**src/rtl/enc_feeder_if.sv**
```systemverilog
// enc_feeder_if: handshake and data bundle between the message source, the
// feeder and the RS encoder data input.
//   master : source/encoder side (drives flush, in_valid, in_data, enc_stall)
//   slave  : enc_feeder (drives in_ready, data_out, out_valid, out_sof, level)
// W  = word width (ENC_SYM_NUM*EGF_ORDER), LW = $clog2(FIFO_DEPTH+1).
interface enc_feeder_if #(
   parameter int W  = 128,
   parameter int LW = 3
);
   logic          flush;
   logic          in_valid;
   logic          in_ready;
   logic [W-1:0]  in_data;
   logic          enc_stall;
   logic [W-1:0]  data_out;
   logic          out_valid;
   logic          out_sof;
   logic [LW-1:0] level;

   modport master (
      output flush, in_valid, in_data, enc_stall,
      input  in_ready, data_out, out_valid, out_sof, level
   );

   modport slave (
      input  flush, in_valid, in_data, enc_stall,
      output in_ready, data_out, out_valid, out_sof, level
   );
endinterface

```
**src/rtl/enc_feeder.sv**
```systemverilog
// enc_feeder: upstream stage of the RS encoder. Buffers source message words
// in a small FIFO and presents one word per cycle to the encoder data input,
// holding while the encoder stalls. Tracks the word position inside a
// codeword and flags word 0 with out_sof.
//
// Ports:
//   clk    : clock, rising edge
//   rst_n  : asynchronous active-low reset
//   bus    : enc_feeder_if.slave (flush, in_valid/in_ready/in_data,
//            enc_stall, data_out/out_valid/out_sof, level)
//
// Build option: define ENC_FEEDER_BYPASS_EN to let a word arriving at an
// empty FIFO go straight to data_out on the accepting edge.
module enc_feeder #(
   parameter int EGF_ORDER   = 8,
   parameter int ENC_SYM_NUM = 16,
   parameter int FIFO_DEPTH  = 4,
   parameter int MSG_WORDS   = 15
) (
   input logic        clk,
   input logic        rst_n,
   enc_feeder_if.slave bus
);
   localparam int W  = ENC_SYM_NUM * EGF_ORDER;
   localparam int PW = $clog2(FIFO_DEPTH);
   localparam int LW = $clog2(FIFO_DEPTH + 1);
   localparam int SW = (MSG_WORDS > 1) ? $clog2(MSG_WORDS) : 1;
   localparam logic [LW-1:0] LVL_FULL = LW'(FIFO_DEPTH);
   localparam logic [SW-1:0] POS_LAST = SW'(MSG_WORDS - 1);

   logic [W-1:0]  mem_q [FIFO_DEPTH];
   logic [W-1:0]  mem_d [FIFO_DEPTH];
   logic [PW-1:0] wr_ptr_q, wr_ptr_d;
   logic [PW-1:0] rd_ptr_q, rd_ptr_d;
   logic [LW-1:0] level_q, level_d;
   logic [SW-1:0] pos_q, pos_d;
   logic [W-1:0]  data_q, data_d;
   logic          valid_q, valid_d;
   logic          sof_q, sof_d;

   logic          in_ready;
   logic          push;
   logic          pop;
   logic          wr;
   logic          bypass;
   logic [SW-1:0] pos_next;

   // A full FIFO refuses input even when a pop happens in the same cycle,
   // which keeps in_ready free of any dependency on enc_stall.
   assign in_ready = rst_n && !bus.flush && (level_q < LVL_FULL);
   assign push     = bus.in_valid && in_ready;
   assign pop      = !bus.flush && !bus.enc_stall && (level_q != '0);

`ifdef ENC_FEEDER_BYPASS_EN
   assign bypass   = push && !bus.enc_stall && (level_q == '0);
`else
   assign bypass   = 1'b0;
`endif

   // A bypassed word never occupies a FIFO slot.
   assign wr       = push && !bypass;
   assign pos_next = (pos_q == POS_LAST) ? '0 : pos_q + SW'(1);

   always_comb begin
      mem_d    = mem_q;
      wr_ptr_d = wr_ptr_q;
      rd_ptr_d = rd_ptr_q;
      level_d  = level_q;
      pos_d    = pos_q;
      data_d   = data_q;
      valid_d  = valid_q;
      sof_d    = sof_q;

      if (bus.flush) begin
         wr_ptr_d = '0;
         rd_ptr_d = '0;
         level_d  = '0;
         pos_d    = '0;
         data_d   = '0;
         valid_d  = 1'b0;
         sof_d    = 1'b0;
      end else begin
         if (wr) begin
            mem_d[wr_ptr_q] = bus.in_data;
            wr_ptr_d        = wr_ptr_q + PW'(1);
         end

         if (!bus.enc_stall) begin
            if (pop) begin
               data_d   = mem_q[rd_ptr_q];
               valid_d  = 1'b1;
               sof_d    = (pos_q == '0);
               pos_d    = pos_next;
               rd_ptr_d = rd_ptr_q + PW'(1);
            end else if (bypass) begin
               data_d  = bus.in_data;
               valid_d = 1'b1;
               sof_d   = (pos_q == '0);
               pos_d   = pos_next;
            end else begin
               // Bubble: no word, and the codeword position does not move.
               data_d  = '0;
               valid_d = 1'b0;
               sof_d   = 1'b0;
            end
         end

         if (wr && !pop) begin
            level_d = level_q + LW'(1);
         end else if (!wr && pop) begin
            level_d = level_q - LW'(1);
         end
      end
   end

   always_ff @(posedge clk or negedge rst_n) begin
      if (!rst_n) begin
         wr_ptr_q <= '0;
         rd_ptr_q <= '0;
         level_q  <= '0;
         pos_q    <= '0;
         data_q   <= '0;
         valid_q  <= 1'b0;
         sof_q    <= 1'b0;
      end else begin
         wr_ptr_q <= wr_ptr_d;
         rd_ptr_q <= rd_ptr_d;
         level_q  <= level_d;
         pos_q    <= pos_d;
         data_q   <= data_d;
         valid_q  <= valid_d;
         sof_q    <= sof_d;
      end
   end

   // Storage needs no reset; pointers and level decide what is valid.
   always_ff @(posedge clk) begin
      mem_q <= mem_d;
   end

   assign bus.in_ready  = in_ready;
   assign bus.data_out  = data_q;
   assign bus.out_valid = valid_q;
   assign bus.out_sof   = sof_q;
   assign bus.level     = level_q;
endmodule

```
**src/flat_wrapper.sv**
```systemverilog
// flat-port wrapper written by rule: the top's interface ports become plain ports
module enc_feeder_flat 
#(
   parameter int EGF_ORDER   = 8,
   parameter int ENC_SYM_NUM = 16,
   parameter int FIFO_DEPTH  = 4,
   parameter int MSG_WORDS   = 15
)
  (clk, rst_n, bus_flush, bus_in_valid, bus_in_data, bus_enc_stall, bus_in_ready, bus_data_out, bus_out_valid, bus_out_sof, bus_level);
  enc_feeder_if #(.W((ENC_SYM_NUM * EGF_ORDER)), .LW(($clog2(FIFO_DEPTH + 1)))) bus_i ();
  input logic clk;
  input logic rst_n;
  input wire logic [$bits(bus_i.flush)-1:0] bus_flush;
  input wire logic [$bits(bus_i.in_valid)-1:0] bus_in_valid;
  input wire logic [$bits(bus_i.in_data)-1:0] bus_in_data;
  input wire logic [$bits(bus_i.enc_stall)-1:0] bus_enc_stall;
  output wire logic [$bits(bus_i.in_ready)-1:0] bus_in_ready;
  output wire logic [$bits(bus_i.data_out)-1:0] bus_data_out;
  output wire logic [$bits(bus_i.out_valid)-1:0] bus_out_valid;
  output wire logic [$bits(bus_i.out_sof)-1:0] bus_out_sof;
  output wire logic [$bits(bus_i.level)-1:0] bus_level;
  assign bus_i.flush = bus_flush;
  assign bus_i.in_valid = bus_in_valid;
  assign bus_i.in_data = bus_in_data;
  assign bus_i.enc_stall = bus_enc_stall;
  assign bus_in_ready = bus_i.in_ready;
  assign bus_data_out = bus_i.data_out;
  assign bus_out_valid = bus_i.out_valid;
  assign bus_out_sof = bus_i.out_sof;
  assign bus_level = bus_i.level;
  enc_feeder #(.EGF_ORDER(EGF_ORDER), .ENC_SYM_NUM(ENC_SYM_NUM), .FIFO_DEPTH(FIFO_DEPTH), .MSG_WORDS(MSG_WORDS)) u_core (.clk(clk), .rst_n(rst_n), .bus(bus_i));
endmodule
```
**config.mk**
```make
export PLATFORM = sky130hd
export DESIGN_NAME = enc_feeder_flat
export DESIGN_NICKNAME = d
export VERILOG_FILES = /design/src/rtl/enc_feeder_if.sv /design/src/rtl/enc_feeder.sv /design/src/flat_wrapper.sv
export SDC_FILE = /design/constraint.sdc
export NUM_CORES = 1
export LEC_CHECK = 0
export CAP_MARGIN = 20
export CORE_ASPECT_RATIO = 0.5
export CORE_MARGIN = 2
export CORE_UTILIZATION = 58
export CTS_BUF_LIST = sky130_fd_sc_hd__clkbuf_8
export DETAILED_ROUTE_END_ITERATION = 8
export PLACE_DENSITY = 0.82
export SLEW_MARGIN = 20
export SYNTH_ARGS = -nofsm -noshare
export SYNTH_HDL_FRONTEND = slang
export SYNTH_SLANG_ARGS = --single-unit
```
**constraint.sdc**
```tcl
create_clock -name clk -period 5.1 [get_ports clk]
set_input_delay 0.765 -clock clk [delete_from_list [all_inputs] [get_ports clk]]
set_output_delay 0.765 -clock clk [all_outputs]
set_load 0.02 [all_outputs]
```
# Yosys cells after proc, flatten, opt, wreduce, memory -nomap -nowiden
# Cells that the tools add are included.
# W data, S select, Z words.
# word_totals
regBits,653
word_cells,71
# op_classes
n_addsub,5
magnitude_cmp,4
eq_ne,2
mux,27
bitwise_logic,3
n_reduce_logical,19
# op_table
operator,n
$mux W128,6
$bwmux W512,1
$bmux W128 S2,1
$demux W128 S2,1
$mux W4,4
$mux W2,5
$mux W3,3
$logic_and A1 B1 Y1,8
$ge A3 B3 Y1 const B,2
$mux W1,6
$not A2 Y3,2
$reduce_bool A3 Y1,2
$add A2 B1 Y2 const B,2
$add A4 B1 Y4 const B,1
$eq A4 B4 Y1 const B,1
$logic_not A1 Y1,4
$logic_not A4 Y1,1
$reduce_and A2 Y1,2
$reduce_bool A2 Y1,2
$add A3 B1 Y3 const B,1
$lt A3 B1 Y1 const B,1
$lt A3 B3 Y1 const B,1
$sub A3 B1 Y3 const B,1
$ne A2 B2 Y1 const B,1
$not A1 Y1,1

# Longest topological paths before layout
# logic_depth
ltp_word,9
ltp_mapped,6
ltp_nobuf,6

# Least setup slack after synthesis
# OpenSTA, ideal clock, no wires.
# synth_timing
path_type,in2reg
from,input port rst_n
to,"register u_core.mem_q[0] (netlist bit), enable pin"
t_arrival_ps,4192
t_required_ps,4597
setup_slack_ps,405
cell_stages,3
n_path_buf,1
path_cell_list,nor4bb_1 buf_2 and2_1
# synth_between
elab_chain_cells,4
# synth_lines
element,line_no,text
from (decl),flat_wrapper.sv:12,input logic rst_n;
$logic_and A1 B1 Y1 (2 in series),enc_feeder.sv:50,assign in_ready = rst_n && !bus.flush && (level_q < LVL_FULL);
$logic_and A1 B1 Y1,enc_feeder.sv:51,assign push = bus.in_valid && in_ready;
$reduce_and A2 Y1 (no source line),-,
to (signal assigned),enc_feeder.sv:138,mem_q <= mem_d;
to (decl),enc_feeder.sv:31,logic [W-1:0] mem_q [FIFO_DEPTH];
# No other way between the ends.
# A chain may end at the register's enable or synchronous reset.

# Worst setup path after layout
# layout_timing
from,input port rst_n
to,output port bus_in_ready
# layout_between
elab_chain_cells,2
# layout_lines
element,line_no,text
$logic_and A1 B1 Y1 (2 in series),enc_feeder.sv:50,
to (decl),flat_wrapper.sv:17,output wire logic [$bits(bus_i.in_ready)-1:0] bus_in_ready;
# No other way between the ends.

==> key figures <==
Timing
  – Final setup TNS: 0 ps
  – Setup violations, final: 0
  – Fmax: 0.251 GHz
  – Fin. Hold Viols: 0
  – RSZ-0062 raised after global routing: false
  – Tmin final: 3990 ps
  – Worst Tran Pin Value: 987 ps
  – Fin. max-slew vios: 0
  – Slew headroom: 0.342
  – Final Skew: 25.0 ps
  – Post-route clock period utilization: 0.783
  – Final Worst Setup Slack: 1110 ps

Synth
  – Synth area leader: edfxtp_1
  – Post-synth ARST share: 0.216
  – Syn_nets: 1185
  – Synth top area share: 0.647
  – Commonest cells post-synth: edfxtp_1 (512), dfrtp_1 (141), a22o_1 (128), mux4_2 (128), buf_2 (19)
  – Register area share after synthesis: 0.795
  – Yosys warns: 0
  – Yosys reg bits: 653
  – Cells after synthesis: around 1.0k
  – Mean Syn Cell Area: 22.8 µm²
  – Synth unique cells: 33
  – Count leader, synth: edfxtp_1
  – Cell Area, Synth: 23800 µm²
  – Main synth FF type: edfxtp_1
  – Area contributors post-synth: edfxtp_1 (65%), dfrtp_1 (15%), mux4_2 (12%)
  – Post-synth EDFFs: approximately 510

Final layout
  – Area of the multi-input gates: 4480 µm²
  – Final core utilization: 0.713
  – Post-route cell area: 28800 µm²
  – Register area: 18900 µm²
  – Share of cells above drive strength 1: 0.195
  – Area grow syn2layout: 21.2%
  – Fillers: 2166
  – Layout Cells excl Fill: 1983
  – Final Net Count: 1503

Worst setup path
  – Worst reg2reg endpoint: u_core.mem_q[209]$_DFFE_PP_
  – Worst setup path class: input pin to output port
  – Total stage count of the critical path: 5
  – Slowest Stage Delay on Critical Path: ~680 ps
  – CP Data Arrival Time: 3230 ps
  – CP Launch Type: input pin
  – Worst Path Buf+Inv: 4
  – CP endpoint kind: output port
  – Required time of the critical path: 4340 ps
  – Critical Path Fanout Max: 57
  – Register-to-Register Path Depth: 4
  – R2R Setup Slk: 2120 ps
  – Delay-heaviest family, CP: buffers and inverters
  – Critical Path, Cell by Cell: dlygate4sd3_1 -> buf_6 -> buf_4 -> nor3b_1 -> clkdlybuf4s50_1
  – Slowest stage cell, crit path: buf_4
  – Worst r2r src: u_core.bus.level[2]$_DFFE_PN0P_

CTS
  – Clk_lat worst skew: 640 ps
  – Worst-path clk slew: around 70 ps
  – H-tree depth: 3
  – CTS Buffer Depth: 3
  – CTS root buffer: clkbuf_8
  – Post-CTS setup buffers: 0
  – CTS tree: yes
  – Inserted Clock Buffers: 86
  – CTS sink count: 653

Hold path
  – HP Start: u_core.bus.out_valid$_DFFE_PN0P_
  – Worst hold path stage count: 1
  – Worst Hold End: u_core.bus.out_valid$_DFFE_PN0P_
  – Hold Crit Class: flip-flop to flip-flop

GRT
  – Largest net degree at the start of global routing: ~100
  – GRT Overall Usage: 0.238
  – Global-route wire length before repair: 76200 µm
  – GR Overflow Total: 0
  – Initial antenna violation count: 7
  – Vias in the first global route: 12.9k

Placement
  – Final RePlAce weighted congestion: 0.797
  – Worst slack, placed: 1040 ps
  – IO Port Bufs: 266
  – Post-DP HPWL: 30100 µm
  – Placed cell area: 27000 µm²
  – Placed Cells: 1813

Route
  – Routed Antenna Nets: 0
  – Routed wire length: approximately 50000 µm
  – DR vias: 11.8k
  – Via density: approximately 6
  – Routed WL per cell: about 25 µm
  – Residual DRC count: 0
  – Initial drt markers: 1135
  – DR pass1 iterations: 5

Pwr
  – Peak supply drop: 0.000201 V
  – P_leak: 9.98 nW
  – Power density cells: 387 nW/µm²

Floorplanning
  – Chip width: 290 µm
  – Die Ht: 147 µm
  – CORE AREA: 40400 µm²
  – I/O pin count: between 200 and 300
  – Starting Density: 0.588
  – # rows: 52
  – Die area: 42700 µm²

Run
  – Max Cap Viol: 0

Run status
  – Status: completed
-- final cells by class --
class | instances | share of cell area
tap | 540 | 0.0235
timing repair buffer | 289 | 0.101
multi-input combinational | 324 | 0.156
clock buffer | 108 | 0.0516
clock inverter | 54 | 0.00952
inverter | 8 | 0.00104
antenna | 7 | 0.000608
sequential | 653 | 0.657
-- power breakdown --
part	internal (mW)	total [mW]	switching (mW)
Sequential	5.91	6.05	0.143
Combinational	0.651	1.24	0.588
Clock	2.01	3.86	1.85
Total	8.57	11.2	2.58
-- flip-flops by register name (all words and copies together) (netlist names) --
signal,count
u_core.mem_q,512
u_core.bus.data_out,128
u_core.pos_q,4
u_core.bus.level,3
u_core.rd_ptr_q,2
u_core.wr_ptr_q,2
u_core.bus.out_sof,1
u_core.bus.out_valid,1
-- placed cells by master (no fill, tap or decap), drive strengths merged, types with 5 or more instances in the layout --
cell type / n
ha: 7
a22o: 128
a21oi: 8
dfrtp: 141
clkinv: 14
inv: 44
diode: 7
clkdlybuf4s50: 265
nand2: 5
nor2: 12
edfxtp: 512
mux4: 128
buf: 23
and2: 5
clkbuf: 108
o21ai: 6
-- logic make-up after synthesis --
kind of cell	count (synthesis)	synth area share
flip-flops	653	0.795
AO/OA/AOI/OAI	148	0.0520
multiplexers	128	0.121
buffers and inverters	67	0.0171
AND/OR/NAND/NOR	36	0.00832
adder cells (fa/ha/maj)	8	0.00453
XOR/XNOR	4	0.00147
-- worst max-delay path by stage --
| stage | slack [ps] | end | start |
|---|---|---|---|
| global placement | 1080 | u_core.mem_q[28]$_DFFE_PP_ | bus_flush |
| floorplan | 400 | u_core.mem_q[0]$_DFFE_PP_ | rst_n |
| detailed placement | 1040 | u_core.mem_q[28]$_DFFE_PP_ | bus_flush |
| finish | 1110 | bus_in_ready | rst_n |
| global route | 880 | bus_in_ready | rst_n |
| CTS | 1090 | bus_in_ready | rst_n |
-- stage by stage --
step	power (mW)	hold WS [ps]
2_1_floorplan	6.89	469
3_3_place_gp	7.36	465
3_5_place_dp	7.41	480
4_1_cts	11.2	498
5_1_grt	11.5	520
6_report	11.2	496
-- what timing repair did --
| action | CTS | global route |
|---|---|---|
| gates resized for setup | 0 | 0 |
| hold endpoints to repair | 16 | 0 |
| hold buffers | 1 | 0 |
-- routing by layer --
layer	track usage	routed length, µm
met1	0.286	18400
met2	0.424	27100
met3	0.0431	2510
met4	0.113	1960
met5	0	0
Note: power is estimated with default switching activity, not from simulation.
